--- src/rtl/alarm_ctrl_pkg.sv ---
// Shared types and BCD field positions for the alarm mode controller.
package alarm_ctrl_pkg;

  typedef enum logic [1:0] {
    IDLE      = 2'd0,
    SET_ALARM = 2'd1,
    RINGING   = 2'd2,
    SNOOZE    = 2'd3
  } state_t;

  localparam int HH_HI = 23;
  localparam int HH_LO = 16;
  localparam int MM_HI = 15;
  localparam int MM_LO = 8;
  localparam int SS_HI = 7;
  localparam int SS_LO = 0;

endpackage

--- src/rtl/alarm_ctrl_fsm_rise_detect.sv ---
// Registered rising-edge detector; the history flop's reset value decides
// whether a level already high at reset release counts as an edge.
module rise_detect #(
  parameter logic RESET_VAL = 1'b0
) (
  input  logic clk,
  input  logic resetN,
  input  logic din,
  output logic rise
);

  logic din_p0;

  always_ff @(posedge clk or negedge resetN) begin
    if (!resetN) begin
      din_p0 <= RESET_VAL;
      rise   <= 1'b0;
    end else begin
      din_p0 <= din;
      rise   <= din & ~din_p0;
    end
  end

endmodule

--- src/rtl/alarm_ctrl_fsm.sv ---
// Mode/alarm controller: routes button pulses to time or alarm counters and
// sequences ringing, snooze and dismiss around a once-per-minute match edge.
module alarm_ctrl_fsm
  import alarm_ctrl_pkg::*;
#(
  parameter int RING_TIMEOUT_S = 60,
  parameter int SNOOZE_S       = 300,
  parameter int MAX_SNOOZES    = 3,
  parameter int CNT_W          = 16
) (
  input  logic             clk,
  input  logic             resetN,
  input  logic             clk_1s,
  input  logic             add_hour_pulse,
  input  logic             add_minute_pulse,
  input  logic             set_alarm_sw,
  input  logic             alarm_en,
  input  logic [23:0]      current_time,
  input  logic [23:0]      alm_time,
  output logic             clk_add_hour,
  output logic             clk_add_minute,
  output logic             alm_add_hour,
  output logic             alm_add_minute,
  output logic             show_alarm,
  output logic             ringing,
  output logic             snoozing,
  output logic [CNT_W-1:0] snooze_left,
  output logic [1:0]       state_dbg
);

  localparam int               SNZ_W       = $clog2(MAX_SNOOZES + 2);
  localparam logic [CNT_W-1:0] RING_LOAD   = CNT_W'(RING_TIMEOUT_S);
  localparam logic [CNT_W-1:0] SNOOZE_LOAD = CNT_W'(SNOOZE_S);
  localparam logic [CNT_W-1:0] CNT_ONE     = CNT_W'(1);
  localparam logic [SNZ_W-1:0] SNZ_MAX     = SNZ_W'(MAX_SNOOZES);

  state_t           state, nxt_state;
  logic [CNT_W-1:0] cnt, nxt_cnt;
  logic [SNZ_W-1:0] snz, nxt_snz;
  logic             match, tick, match_rise;
  logic             alm_ss_unused;

  // Alarm seconds never take part in the compare; only HH:MM and SS==00 do.
  assign alm_ss_unused = ^alm_time[SS_HI:SS_LO];
  assign match = alarm_en
              && (current_time[HH_HI:HH_LO] == alm_time[HH_HI:HH_LO])
              && (current_time[MM_HI:MM_LO] == alm_time[MM_HI:MM_LO])
              && (current_time[SS_HI:SS_LO] == 8'h00);

  rise_detect #(.RESET_VAL(1'b0)) u_tick_rise (
    .clk    (clk),
    .resetN (resetN),
    .din    (clk_1s),
    .rise   (tick)
  );

  rise_detect #(.RESET_VAL(1'b1)) u_match_rise (
    .clk    (clk),
    .resetN (resetN),
    .din    (match),
    .rise   (match_rise)
  );

  always_comb begin
    nxt_state = state;
    nxt_cnt   = cnt;
    nxt_snz   = snz;
    case (state)
      IDLE: begin
        if (set_alarm_sw) begin
          nxt_state = SET_ALARM;
        end else if (match_rise) begin
          nxt_state = RINGING;
          nxt_cnt   = RING_LOAD;
          nxt_snz   = '0;
        end
      end
      SET_ALARM: begin
        if (!set_alarm_sw) nxt_state = IDLE;
      end
      RINGING: begin
        if (set_alarm_sw) begin
          nxt_state = SET_ALARM;
        end else if (add_hour_pulse) begin
          nxt_state = IDLE;
        end else if (add_minute_pulse) begin
          if (snz == SNZ_MAX) begin
            nxt_state = IDLE;
          end else begin
            nxt_state = SNOOZE;
            nxt_cnt   = SNOOZE_LOAD;
            nxt_snz   = snz + 1'b1;
          end
        end else if (tick) begin
          if (cnt == CNT_ONE)     nxt_state = IDLE;
          else if (cnt > CNT_ONE) nxt_cnt   = cnt - 1'b1;
        end
      end
      SNOOZE: begin
        if (set_alarm_sw) begin
          nxt_state = SET_ALARM;
        end else if (add_hour_pulse) begin
          nxt_state = IDLE;
        end else if (tick) begin
          if (cnt == CNT_ONE) begin
            nxt_state = RINGING;
            nxt_cnt   = RING_LOAD;
          end else if (cnt > CNT_ONE) begin
            nxt_cnt = cnt - 1'b1;
          end
        end
      end
      default: nxt_state = IDLE;
    endcase
    // Any exit from the ring/snooze cycle ends the alarm event entirely.
    if (nxt_state == IDLE || nxt_state == SET_ALARM) begin
      nxt_cnt = '0;
      nxt_snz = '0;
    end
  end

  always_ff @(posedge clk or negedge resetN) begin
    if (!resetN) begin
      state          <= IDLE;
      cnt            <= '0;
      snz            <= '0;
      clk_add_hour   <= 1'b0;
      clk_add_minute <= 1'b0;
      alm_add_hour   <= 1'b0;
      alm_add_minute <= 1'b0;
      show_alarm     <= 1'b0;
      ringing        <= 1'b0;
      snoozing       <= 1'b0;
      snooze_left    <= '0;
    end else begin
      state          <= nxt_state;
      cnt            <= nxt_cnt;
      snz            <= nxt_snz;
      clk_add_hour   <= (state == IDLE) && add_hour_pulse;
      clk_add_minute <= (state == IDLE) && add_minute_pulse;
      alm_add_hour   <= (state == SET_ALARM) && add_hour_pulse;
      alm_add_minute <= (state == SET_ALARM) && add_minute_pulse;
      show_alarm     <= (nxt_state == SET_ALARM);
      ringing        <= (nxt_state == RINGING);
      snoozing       <= (nxt_state == SNOOZE);
      snooze_left    <= (nxt_state == SNOOZE) ? nxt_cnt : '0;
    end
  end

  assign state_dbg = state;

endmodule

--- config.mk ---
export PLATFORM = sky130hd
export DESIGN_NAME = alarm_ctrl_fsm
export DESIGN_NICKNAME = d
export VERILOG_FILES = /design/src/rtl/alarm_ctrl_pkg.sv /design/src/rtl/alarm_ctrl_fsm_rise_detect.sv /design/src/rtl/alarm_ctrl_fsm.sv
export SDC_FILE = /design/constraint.sdc
export NUM_CORES = 1
export LEC_CHECK = 0
export CORE_AREA = 2 2 101 103
export CTS_CLUSTER_SIZE = 20
export DETAILED_ROUTE_END_ITERATION = 6
export DIE_AREA = 0 0 103 105
export DONT_BUFFER_PORTS = 1
export GPL_TIMING_DRIVEN = 0
export SLEW_MARGIN = 20
export SYNTH_ARGS = -nofsm -noshare
export SYNTH_HDL_FRONTEND = slang
export SYNTH_SLANG_ARGS = --single-unit
--- constraint.sdc ---
create_clock -name clk -period 4.1 [get_ports clk]
set_clock_uncertainty 0.1 [all_clocks]
set_input_delay 0 -clock clk [delete_from_list [all_inputs] [get_ports clk]]
set_output_delay 0 -clock clk [all_outputs]
set_load 0.02 [all_outputs]
Word-level counts from Yosys, hierarchy flattened:

Cells that the tools add are included.

* bits in registers: 48
* logic and storage cells: 89
* input bits: 55
* output and inout port bits: 25

* bitwise gates (word level): 4
* magnitude comparators: 1
* add/subtract/negate cells: 2
* muxes and demuxes: 38
* equality and inequality tests: 16
* reductions and logical operators: 13

Operators by type and width (number)
* $mux W16: 15
* $pmux W16 S3: 1
* $mux W2: 13
* $mux W3: 7
* $eq A16 B1 Y1 const B: 1
* $eq A8 B8 Y1: 2
* $gt A16 B1 Y1 const B: 1
* $sub A16 B1 Y16 const B: 1
* $ne A3 B3 Y1 const B: 5
* $eq A2 B2 Y1 const B: 4
* $logic_not A8 Y1: 1
* $pmux W2 S4: 1
* $logic_and A1 B1 Y1: 7
* $reduce_and A7 Y1: 1
* $pmux W3 S2: 1
* $eq A2 B1 Y1 const B: 2
* $logic_not A2 Y1: 2
* $add A3 B1 Y3 const B: 1
* $eq A3 B2 Y1 const B: 1
* $ne A3 B2 Y1 const B: 1
* $reduce_bool A3 Y1: 1
* $and A1 B1 Y1: 2
* $not A1 Y1: 2
* $logic_or A1 B1 Y1: 1

Depth between registers and ports, before layout:

Gate-level depths: netlist of the first run.

* depth in word-level cells: 11
* gate-level depth with buffers: 8
* mapped depth without buffers: 8

By module:

A second synthesis of the first run with hierarchy kept.

* cells, all modules: 332
* area, all modules: 2856.5 sq um

Modules (own cells, without submodules)
* alarm_ctrl_fsm: seq. area each 1101.1 sq um, area an instance 2727.6 sq um, cells each 326, instances 1
* rise_detect at u_match_rise: seq. area each 51.3 sq um, area an instance 65.1 sq um, cells each 3, instances 1
* rise_detect at u_tick_rise: seq. area each 50.0 sq um, area an instance 63.8 sq um, cells each 3, instances 1

Least setup slack after synthesis of the first run:

OpenSTA, ideal clock, no wires.

* path kind: reg-to-reg
* start point: reg cnt[14]
* end point: reg snooze_left[9]
* required time: 3.872 ns
* cell stages (with the launch flop): 8
* clock period less this slack: 2.299 ns
* setup slack: 1.801 ns
* arrival: 2.071 ns
* setup time: 0.128 ns
* buffers on the path: 1
* cell sequence: dfrtp_1 or4_4 nor4_4 buf_6 a31oi_4 o211a_1 nor4_2 nor2_1

* cells in the longest elaborated chain, start to end: 11
* elaborated cells on any way between the ends: 29
* classes of those cells: order compare (1); eq/ne (3); mux (23); reduce/logical (2)

RTL lines
* from (decl): line alarm_ctrl_fsm.sv:38 `logic [CNT_W-1:0] cnt, nxt_cnt;`
* from (signal assigned): line alarm_ctrl_fsm.sv:137 `cnt <= nxt_cnt;`
* parallel branches: the longest is 10 deep, another holds $gt A16 B1 Y1
* $mux W16 (*): line alarm_ctrl_fsm.sv:146 `snooze_left <= (nxt_state == SNOOZE) ? nxt_cnt : '0;`
* to (signal assigned): line alarm_ctrl_fsm.sv:146
* to (decl): line alarm_ctrl_fsm.sv:27 `output logic [CNT_W-1:0] snooze_left,`

Mark *: on every way between the ends.
A chain may end at the register's enable or synchronous reset.

Worst setup path in the final report of the first run:

* start point: reg snz[0]
* end point: reg snooze_left[10]

* cells in the longest elaborated chain, start to end: 10
* elaborated cells on any way between the ends: 17
* classes of those cells: eq/ne (3); mux (12); reduce/logical (2)

RTL lines
* from (decl): line alarm_ctrl_fsm.sv:39 `logic [SNZ_W-1:0] snz, nxt_snz;`
* from (signal assigned): line alarm_ctrl_fsm.sv:138 `snz <= nxt_snz;`
* $eq A3 B2 Y1 (*): line alarm_ctrl_fsm.sv:87 `if (snz == SNZ_MAX) begin`
* $mux W2: line alarm_ctrl_fsm.sv:87
* $mux W2: line alarm_ctrl_fsm.sv:86 `end else if (add_minute_pulse) begin`
* $mux W2: line alarm_ctrl_fsm.sv:84 `end else if (add_hour_pulse) begin`
* $mux W2: line alarm_ctrl_fsm.sv:82 `if (set_alarm_sw) begin`
* $pmux W2 S4: line alarm_ctrl_fsm.sv:68 `case (state)`
* $eq A2 B1 Y1 / $logic_not A2 Y1 (equally long branches): line alarm_ctrl_fsm.sv:116 `if (nxt_state == IDLE || nxt_state == SET_ALARM) begin`
* $logic_or A1 B1 Y1: line alarm_ctrl_fsm.sv:116
* $mux W16: line alarm_ctrl_fsm.sv:116
* $mux W16 (*): line alarm_ctrl_fsm.sv:146

Every way passes the cells marked *; elsewhere a longest branch is shown, timed or not.

==> results.yml, run 1 <==
synthesis:
  synth_mux_area_share_pct: 0.353
  synth.distinct_cells: 65
  synth_nets: 370
  synth-edff-count: 0
  ys.flop_type: "dfrtp_1"
  synth-compound-area-share_pct: 17.7
  synth_fa_ha_area_share_pct: 1.77
  ys_seq_elements: 48
  yosysSeqAreaShare_pct: 42.4
  syn_avg_cell_area_um2: 9.11
  async_flop_share_pct: 100
  synth_top_family_by_area: "simple AND/OR/NAND/NOR gates"
  synthCells: 311
  yosys.area_share.simple_pct: 28.4
  synthXorXnorAreaFrac_pct: 4.94
  netlist_area_mm2: 0.00283
  yosysWarningCount: 0
floorplan:
  die_h_um: 105
  num_io_pins: 80
  dieArea_mm2: 0.0108
  rows: 36
  core_mm2: 0.00964
  die_x_um: 103
  initial_core_util_pct: 29.4
detailed_routing:
  vias: 2528
  drt_wl_total_um: 7810
  drt-vias-per-instance: 5.45
  drc: 0
  drtPass1Iterations: 4
  wire_per_inst_um: 16.8
  ant_nets: 0
  first_iter_violations: 205
sta:
  min_period_over_period_pct: 72.7
  timing.final.crit_period_ns: 2.98
  finalMaxSlewViolations: 0
  hold_ws_ns: 0.0212
  hold_viol_final: 0
  rsz0062_at_grt: "false"
  setup_viol_count_final: 0
  maxSlewHeadroom_pct: 35.6
  max_freq_mhz: 336
  setup_tns_ns: 0
  fin_ws_ns: 1.12
  tightest_slew_ns: 0.959
setup_path:
  critPathKind: "reg -> reg"
  end_kind: "register"
  crit_fanout: 7
  worstPathRequired_ns: 4.19
  arrival_ns: 3.07
  crit_path_start_kind: "register"
pwr:
  total_power_uw: 854
  p_leak_uw: 0.00131
  cellPowerDensity_mw_per_mm2: 264
  peakVddDrop_mv: 0.108
place:
  dpl.hpwl_um: 5620
  place_congestion: 0.900
  io_buffers: 0
  place_ws_ns: 1.18
global_routing:
  grt_pass1_vias: 2625
  grt_max_degree: 49
  grt_pass1_wl_um: 13200
  antenna_found_initial: 0
  grt_use_total_pct: 15.3
  overflow: 0
clocking:
  cts_resized: 0
  worstSkewPairLatency_ns: 0.30
  cts_max_level: 2
  cts.clk_slew.worst_paths_ns: 0.09
  post_cts_buffers: 0
  clock_path_buffers: 2
  cts-root-buf: "clkbuf_8"
  cts_hold_buf: 12
  cts.sinks: 48
  numCtsBuffers: 5
  cts_tree: "built"
finish:
  mostFrequentLayoutCells: "nor2_1, dfrtp_1, nand2_1"
  nets: 389
  drive_above_1_share_pct: 9.37
  n_antenna_cell: 0
  fin_util_pct: 33.5
  area_growth_pct: 13.9
run:
  cap_violations: 0
hold_path:
  worstHoldPathType: "in -> reg"
outcome:
  outcome: "finished, final reports clean"
[power breakdown]
part	switching, µW	leakage, µW	internal [µW]
clock	159	0.0000455	138
sequential	6.32	0.000655	477
combinational	42.4	0.000613	30.9
[cells in the mapped netlist, types with 2 or more instances]
library cell	number	area, µm²
dfrtp_1	47	1180
nor2_1	47	176
nand2_1	19	71.3
nor3_1	15	75.1
o21ai_0	14	70.1
xor2_1	12	105
a21oi_1	11	55.1
a31oi_1	11	68.8
nor2b_1	11	68.8
nor4_1	10	62.6
nand3_1	8	40.0
clkbuf_1	7	26.3
inv_1	7	26.3
or3_1	7	43.8
and2_1	6	37.5
buf_6	5	56.3
nand2b_1	5	31.3
ha_1	4	50.1
nand4_1	4	25.0
xnor2_1	4	35.0
nand4b_1	3	26.3
or4_4	3	33.8
a211oi_1	2	15.0
a221oi_1	2	17.5
a311oi_1	2	17.5
a31o_2	2	17.5
nor3b_1	2	15.0
o211ai_1	2	15.0
o22ai_1	2	12.5
o31a_1	2	17.5
[logic make-up (layout without fill, tap and decap cells)]
family          after synthesis  in the layout
simple gates                150            150
flops                        48             48
xor+xnor                     16             16
mux                           1              1
buf+inv                      22             42
compound gates               70             70
fa+ha+maj                     4              4
[final timing paths]
kind	startpoint	endpoint	slack, ns	cells after the start
min in group asynchronous	resetN	clk_add_hour$_DFF_PN0_	0.09	2
min reg2reg	u_tick_rise.din_p0$_DFF_PN0_	u_tick_rise.rise$_DFF_PN0_	0.30	1
max in group asynchronous	resetN	u_match_rise.din_p0$_DFF_PN1_	3.52	2
min	add_minute_pulse	alm_add_minute$_DFF_PN0_	0.02	2
max reg2reg	snz[0]$_DFFE_PN0P_	snooze_left[10]$_DFF_PN0_	1.12	8
max	snz[0]$_DFFE_PN0P_	snooze_left[10]$_DFF_PN0_	1.12	8
[metal layers]
layer | part of all wire (%) | vias to the layer above | track usage, %
met1 | 43 | 1214 | 20.1
li1 | - | 1166 | -
met3 | 8.5 | 15 | 4.08
met2 | 46 | 133 | 24.6
met4 | 2.0 | 0 | 4.51
met5 | 0 | - | 0
[state kept, by name, summed over array words and instances, names as in the netlist]
register	cells
cnt	16
snooze_left	16
snz	3
state_dbg	2
alm_add_hour	1
alm_add_minute	1
clk_add_hour	1
clk_add_minute	1
ringing	1
show_alarm	1
snoozing	1
u_match_rise.din_p0	1
u_match_rise.rise	1
u_tick_rise.din_p0	1
u_tick_rise.rise	1
[cell type report]
cell class              instances  area [µm²]
fillers                      1045        6410
multi-input cells             241        1510
flip-flops and latches         48        1200
well taps                     133         166
repair buffers                 12         138
plain buffers                  14        92.6
clock buffers                   8        90.1
inverters                       8        30.0
[metrics by stage]
stage / instance area (µm²) / std cells
after floorplan: 2830 / 311
after global placement: 3000 / 444
after detailed placement: 3000 / 444
after CTS: 3230 / 464
after global routing: 3230 / 464
final: 3230 / 464
[critical path, stage by stage (launching register included)]
cell      delay [ns]
dfrtp_1         0.41
ha_1            0.21
ha_1            0.27
nand3b_1        0.11
a21boi_0        0.23
a311oi_1        0.86
o21ai_0         0.21
a221oi_1        0.38
nor2_1          0.08
Power figures use the tool's default switching activity.
==> run 2, diff against run 1 <==
==> constraint.sdc (replaced) <==
create_clock -name clk -period 2.93 [get_ports clk]
set_clock_uncertainty 0.1 [all_clocks]
set_input_delay 0 -clock clk [delete_from_list [all_inputs] [get_ports clk]]
set_output_delay 0 -clock clk [all_outputs]
set_load 0.02 [all_outputs]
==> results.yml, run 2 (synthesized netlist as in run 1, its figures left out) <==
outcome:
  outcome: "finished, final reports clean"
finish:
  fillers: 1041
  drive_above_1_share_pct: 9.97
  multi_input_area_mm2: 0.00152
  top_regs: "cnt: 16 flops, snooze_left: 16 flops, snz: 3 flops"
  final_cells: 464
  nets: 389
  register_area_mm2: 0.00120
  n_antenna_cell: 0
  area_growth_pct: 14.3
  mostFrequentLayoutCells: "nor2_1, dfrtp_1, nand2_1"
sta:
  max_freq_mhz: 361
  timing.final.crit_period_ns: 2.77
  maxSlewHeadroom_pct: 37.9
  min_period_over_period_pct: 94.5
  hold_ws_ns: 0.0202
  hold_viol_final: 0
  setup_tns_ns: 0
  setup_viol_count_final: 0
  tightest_slew_ns: 0.926
  rsz0062_at_grt: "false"
  finalMaxSlewViolations: 0
setup_path:
  critPathKind: "reg -> reg"
  worstPathRequired_ns: 3.07
  crit_fanout: 10
  crit_path_start_kind: "register"
  arrival_ns: 2.91
  r2r-end: "cnt[13]$_DFF_PN0_"
  rrSetupSlack_ns: 0.16
  end_kind: "register"
  rr_worst_depth: 7
  r2r-start: "state_dbg[1]$_DFF_PN0_"
floorplan:
  initial_core_util_pct: 29.4
  rows: 36
  dieArea_mm2: 0.0108
  core_mm2: 0.00964
  num_io_pins: 80
  die_x_um: 103
  die_h_um: 105
pwr:
  p_comb_share_pct: 8.6
  p_switching_uw: 289
  peakVddDrop_mv: 0.150
  p_leak_uw: 0.00132
  seqPwrFrac_pct: 56.7
  clockPowerShare_pct: 34.7
  switching_share_pct: 24.2
  cellPowerDensity_mw_per_mm2: 368
  total_power_uw: 1190
  intPower_uw: 904
global_routing:
  overflow: 0
  grt_pass1_vias: 2611
  grt_use_total_pct: 15.3
  grt_max_degree: 49
  grt_pass1_wl_um: 13200
  antenna_found_initial: 0
detailed_routing:
  ant_nets: 0
  drc: 0
  first_iter_violations: 240
  vias: 2530
  drt-vias-per-instance: 5.45
  drt_wl_total_um: 7770
  drtPass1Iterations: 6
  wire_per_inst_um: 16.7
hold_path:
  min_to: "alm_add_minute$_DFF_PN0_"
  worstHoldPathType: "in -> reg"
  min_from: "add_minute_pulse"
  hold_depth: 2
clocking:
  numCtsBuffers: 5
  cts_tree: "built"
  cts-root-buf: "clkbuf_8"
  worstSkewPairLatency_ns: 0.30
  cts_max_level: 2
  cts.sinks: 48
  clock_path_buffers: 2
  post_cts_buffers: 0
  cts.clk_slew.worst_paths_ns: 0.09
place:
  place_congestion: 0.900
  dp_cells: 444
  dpl.hpwl_um: 5620
  io_buffers: 0
run:
  cap_violations: 0
## run 2: layer usage
layer	vias up	wire length (µm)	track usage, %
met4	0	148	4.32
met3	15	592	3.75
met1	1218	3430	20.3
met5	-	0	0
li1	1166	-	-
met2	131	3600	24.7
## run 2: worst max-delay path: stages (launching register included)
cell and delay, ns:
dfrtp_1 0.51, buf_2 0.26, nor2b_1 0.26, a21oi_1 0.07, a311oi_1 0.77, nand2_2 0.36
buf_6 0.27, nor2_1 0.10
## run 2: final cells by class
class	count	share of cell area (%)
clock buffer	8	2.78
multi-input combinational	241	46.9
sequential	48	37.1
inverter	8	0.927
buffer	14	2.86
timing repair buffer	12	4.25
tap	133	5.14
## run 2: worst max-delay path by stage
| stage | slack, ns | end | cells after the start | startpoint |
|---|---|---|---|---|
| floorplan | 0.63 | snooze_left[9]$_DFF_PN0_ | 7 | cnt[14]$_DFF_PN0_ |
| global placement | 0.05 | snooze_left[10]$_DFF_PN0_ | 8 | snz[0]$_DFFE_PN0P_ |
| detailed placement | 0.007 | snooze_left[10]$_DFF_PN0_ | 8 | snz[0]$_DFFE_PN0P_ |
| CTS | 0.19 | ringing$_DFF_PN0_ | 7 | state_dbg[1]$_DFF_PN0_ |
| global route | 0.007 | ringing$_DFF_PN0_ | 7 | state_dbg[1]$_DFF_PN0_ |
| finish | 0.16 | cnt[13]$_DFF_PN0_ | 7 | state_dbg[1]$_DFF_PN0_ |
## run 2: what timing repair did
item | CTS | global route
resized for setup | 1 | 1
pin swaps | 0 | 0
gates cloned | 0 | 0
hold endpoints to repair | 57 | 0
endpoints found under the setup margin | 2 | 2
hold buffers | 12 | 0
## run 2: power by group through the flow
stage	Clock, µW	Combinational [µW]	Sequential, µW
final	414	102	676
after CTS	435	104	676
after global routing	459	117	677
after global placement	0	73.9	689
after floorplan	0	59.0	689
after detailed placement	0	74.5	690
## run 2: per-stage QoR
stage | cell area [µm²] | util (%) | setup WS [ns]
after detailed placement | 3000 | 31.1 | 0.00672
after global routing | 3240 | 33.6 | 0.00686
after floorplan | 2830 | - | 0.631
after CTS | 3230 | 33.6 | 0.193
after global placement | 3000 | 31.1 | 0.0479
final | 3240 | 33.6 | 0.161
==> run 3, diff against run 2 <==
--- a/config.mk
+++ b/config.mk
@@ -11,6 +11,7 @@
 export DIE_AREA = 0 0 103 105
 export DONT_BUFFER_PORTS = 1
 export GPL_TIMING_DRIVEN = 0
+export PLACE_DENSITY = 0.46
 export SLEW_MARGIN = 20
 export SYNTH_ARGS = -nofsm -noshare
 export SYNTH_HDL_FRONTEND = slang
==> results.yml, run 3 (synthesized netlist as in run 1, its figures left out) <==
outcome:
  outcome: "finished, final reports clean"
place:
  io_buffers: 0
  dp_cells: 444
  dpl.hpwl_um: 5820
  place_ws_ns: 0.0232
  place_congestion: 0.926
setup_path:
  arrival_ns: 2.84
  worstPathRequired_ns: 3.02
  crit_fanout: 10
  crit_path_start_kind: "register"
  r2r-start: "cnt[14]$_DFF_PN0_"
  critPathKind: "reg -> reg"
  cp-startpoint: "cnt[14]$_DFF_PN0_"
  end_kind: "register"
sta:
  setup_viol_count_final: 0
  tightest_slew_ns: 0.900
  max_freq_mhz: 364
  hold_ws_ns: 0.00246
  fin_ws_ns: 0.182
  hold_viol_final: 0
  rsz0062_at_grt: "false"
  min_period_over_period_pct: 93.8
  finalMaxSlewViolations: 0
  setup_tns_ns: 0
  maxSlewHeadroom_pct: 39.4
  timing.final.crit_period_ns: 2.75
floorplan:
  initial_core_util_pct: 29.4
  die_x_um: 103
  rows: 36
  die_h_um: 105
  num_io_pins: 80
  core_mm2: 0.00964
  dieArea_mm2: 0.0108
global_routing:
  antenna_found_initial: 0
  overflow: 0
  grt_pass1_wl_um: 13100
  grt_max_degree: 49
  grt_pass1_vias: 2477
  grt_use_total_pct: 15.4
clocking:
  cts_max_level: 2
  clock_path_buffers: 2
  cts_tree: "built"
  cts.clk_slew.worst_paths_ns: 0.09
  cts.sinks: 48
  cts-root-buf: "clkbuf_8"
  numCtsBuffers: 5
  worstSkewPairLatency_ns: 0.31
detailed_routing:
  first_iter_violations: 177
  drtPass1Iterations: 5
  ant_nets: 0
  vias: 2504
  wire_per_inst_um: 17.2
  drt_wl_total_um: 8000
  drc: 0
  drt-vias-per-instance: 5.40
pwr:
  switching_share_pct: 24.7
  clockPowerShare_pct: 34.9
  intPower_uw: 900
  peakVddDrop_mv: 0.133
  p_switching_uw: 296
  p_leak_uw: 0.00132
  p_comb_share_pct: 8.6
  cellPowerDensity_mw_per_mm2: 368
  seqPwrFrac_pct: 56.6
  total_power_uw: 1200
hold_path:
  worstHoldPathType: "in -> reg"
  min_from: "add_hour_pulse"
finish:
  nets: 389
  drive_above_1_share_pct: 10.9
  area_growth_pct: 14.7
  mostFrequentLayoutCells: "nor2_1, dfrtp_1, nand2_1"
  top_regs: "cnt: 16 flops, snooze_left: 16 flops, snz: 3 flops"
  n_antenna_cell: 0
  final_cells: 464
run:
  cap_violations: 0
## run 3: per-layer routing
layer	track usage, %	vias to the layer above	wire length (µm)
met2	25.1	106	3850
li1	-	1164	-
met4	3.95	0	160
met3	2.74	14	486
met1	20.8	1220	3500
met5	0	-	0
## run 3: path summary, 6_finish.rpt
| check | endpoint | slack, ns | cells after the start |
|---|---|---|---|
| setup / recovery | cnt[10]$_DFF_PN0_ | 0.18 | 7 |
| hold reg to reg | u_tick_rise.rise$_DFF_PN0_ | 0.30 | 1 |
| min in group asynchronous | snoozing$_DFF_PN0_ | 0.09 | 2 |
| setup reg to reg | cnt[10]$_DFF_PN0_ | 0.18 | 7 |
| max in group asynchronous | u_match_rise.din_p0$_DFF_PN1_ | 2.35 | 2 |
| hold / removal | cnt[8]$_DFF_PN0_ | 0.002 | 3 |
## run 3: layout make-up
class | instances | area, µm²
clock buffers | 6 | 82.6
well taps | 133 | 166
fillers | 1045 | 6390
clock inverters | 2 | 10.0
flip-flops and latches | 48 | 1200
plain buffers | 14 | 92.6
inverters | 8 | 30.0
multi-input cells | 241 | 1530
repair buffers | 12 | 138
## run 3: what timing repair did
action                     CTS  global route
hold endpoints to repair    57             0
hold buffers                12             0
resized for setup            0             3
buffers inserted             0             0
setup endpoints to repair    0            11
## run 3: worst max-delay path, stage by stage, from the launching register on
cell and delay [ns]:
dfrtp_1 0.49, or4_4 0.59, nor4_4 0.43, buf_6 0.21
nand4_1 0.20, nand2_2 0.32, buf_6 0.21, nor2_1 0.06
## run 3: through the flow
stage          cell area (µm²)  utilization [%]
2_1_floorplan             2830                -
3_3_place_gp              3000             31.1
3_5_place_dp              3000             31.1
4_1_cts                   3230             33.5
5_1_grt                   3250             33.7
6_report                  3250             33.7
## run 3: power groups by stage
stage                     Combinational, µW  Sequential, µW  Clock (µW)
final                                   102             676         417
after global routing                    116             677         469
after CTS                               104             676         437
after detailed placement               75.1             690           0
after global placement                 74.5             690           0
after floorplan                        59.0             689           0
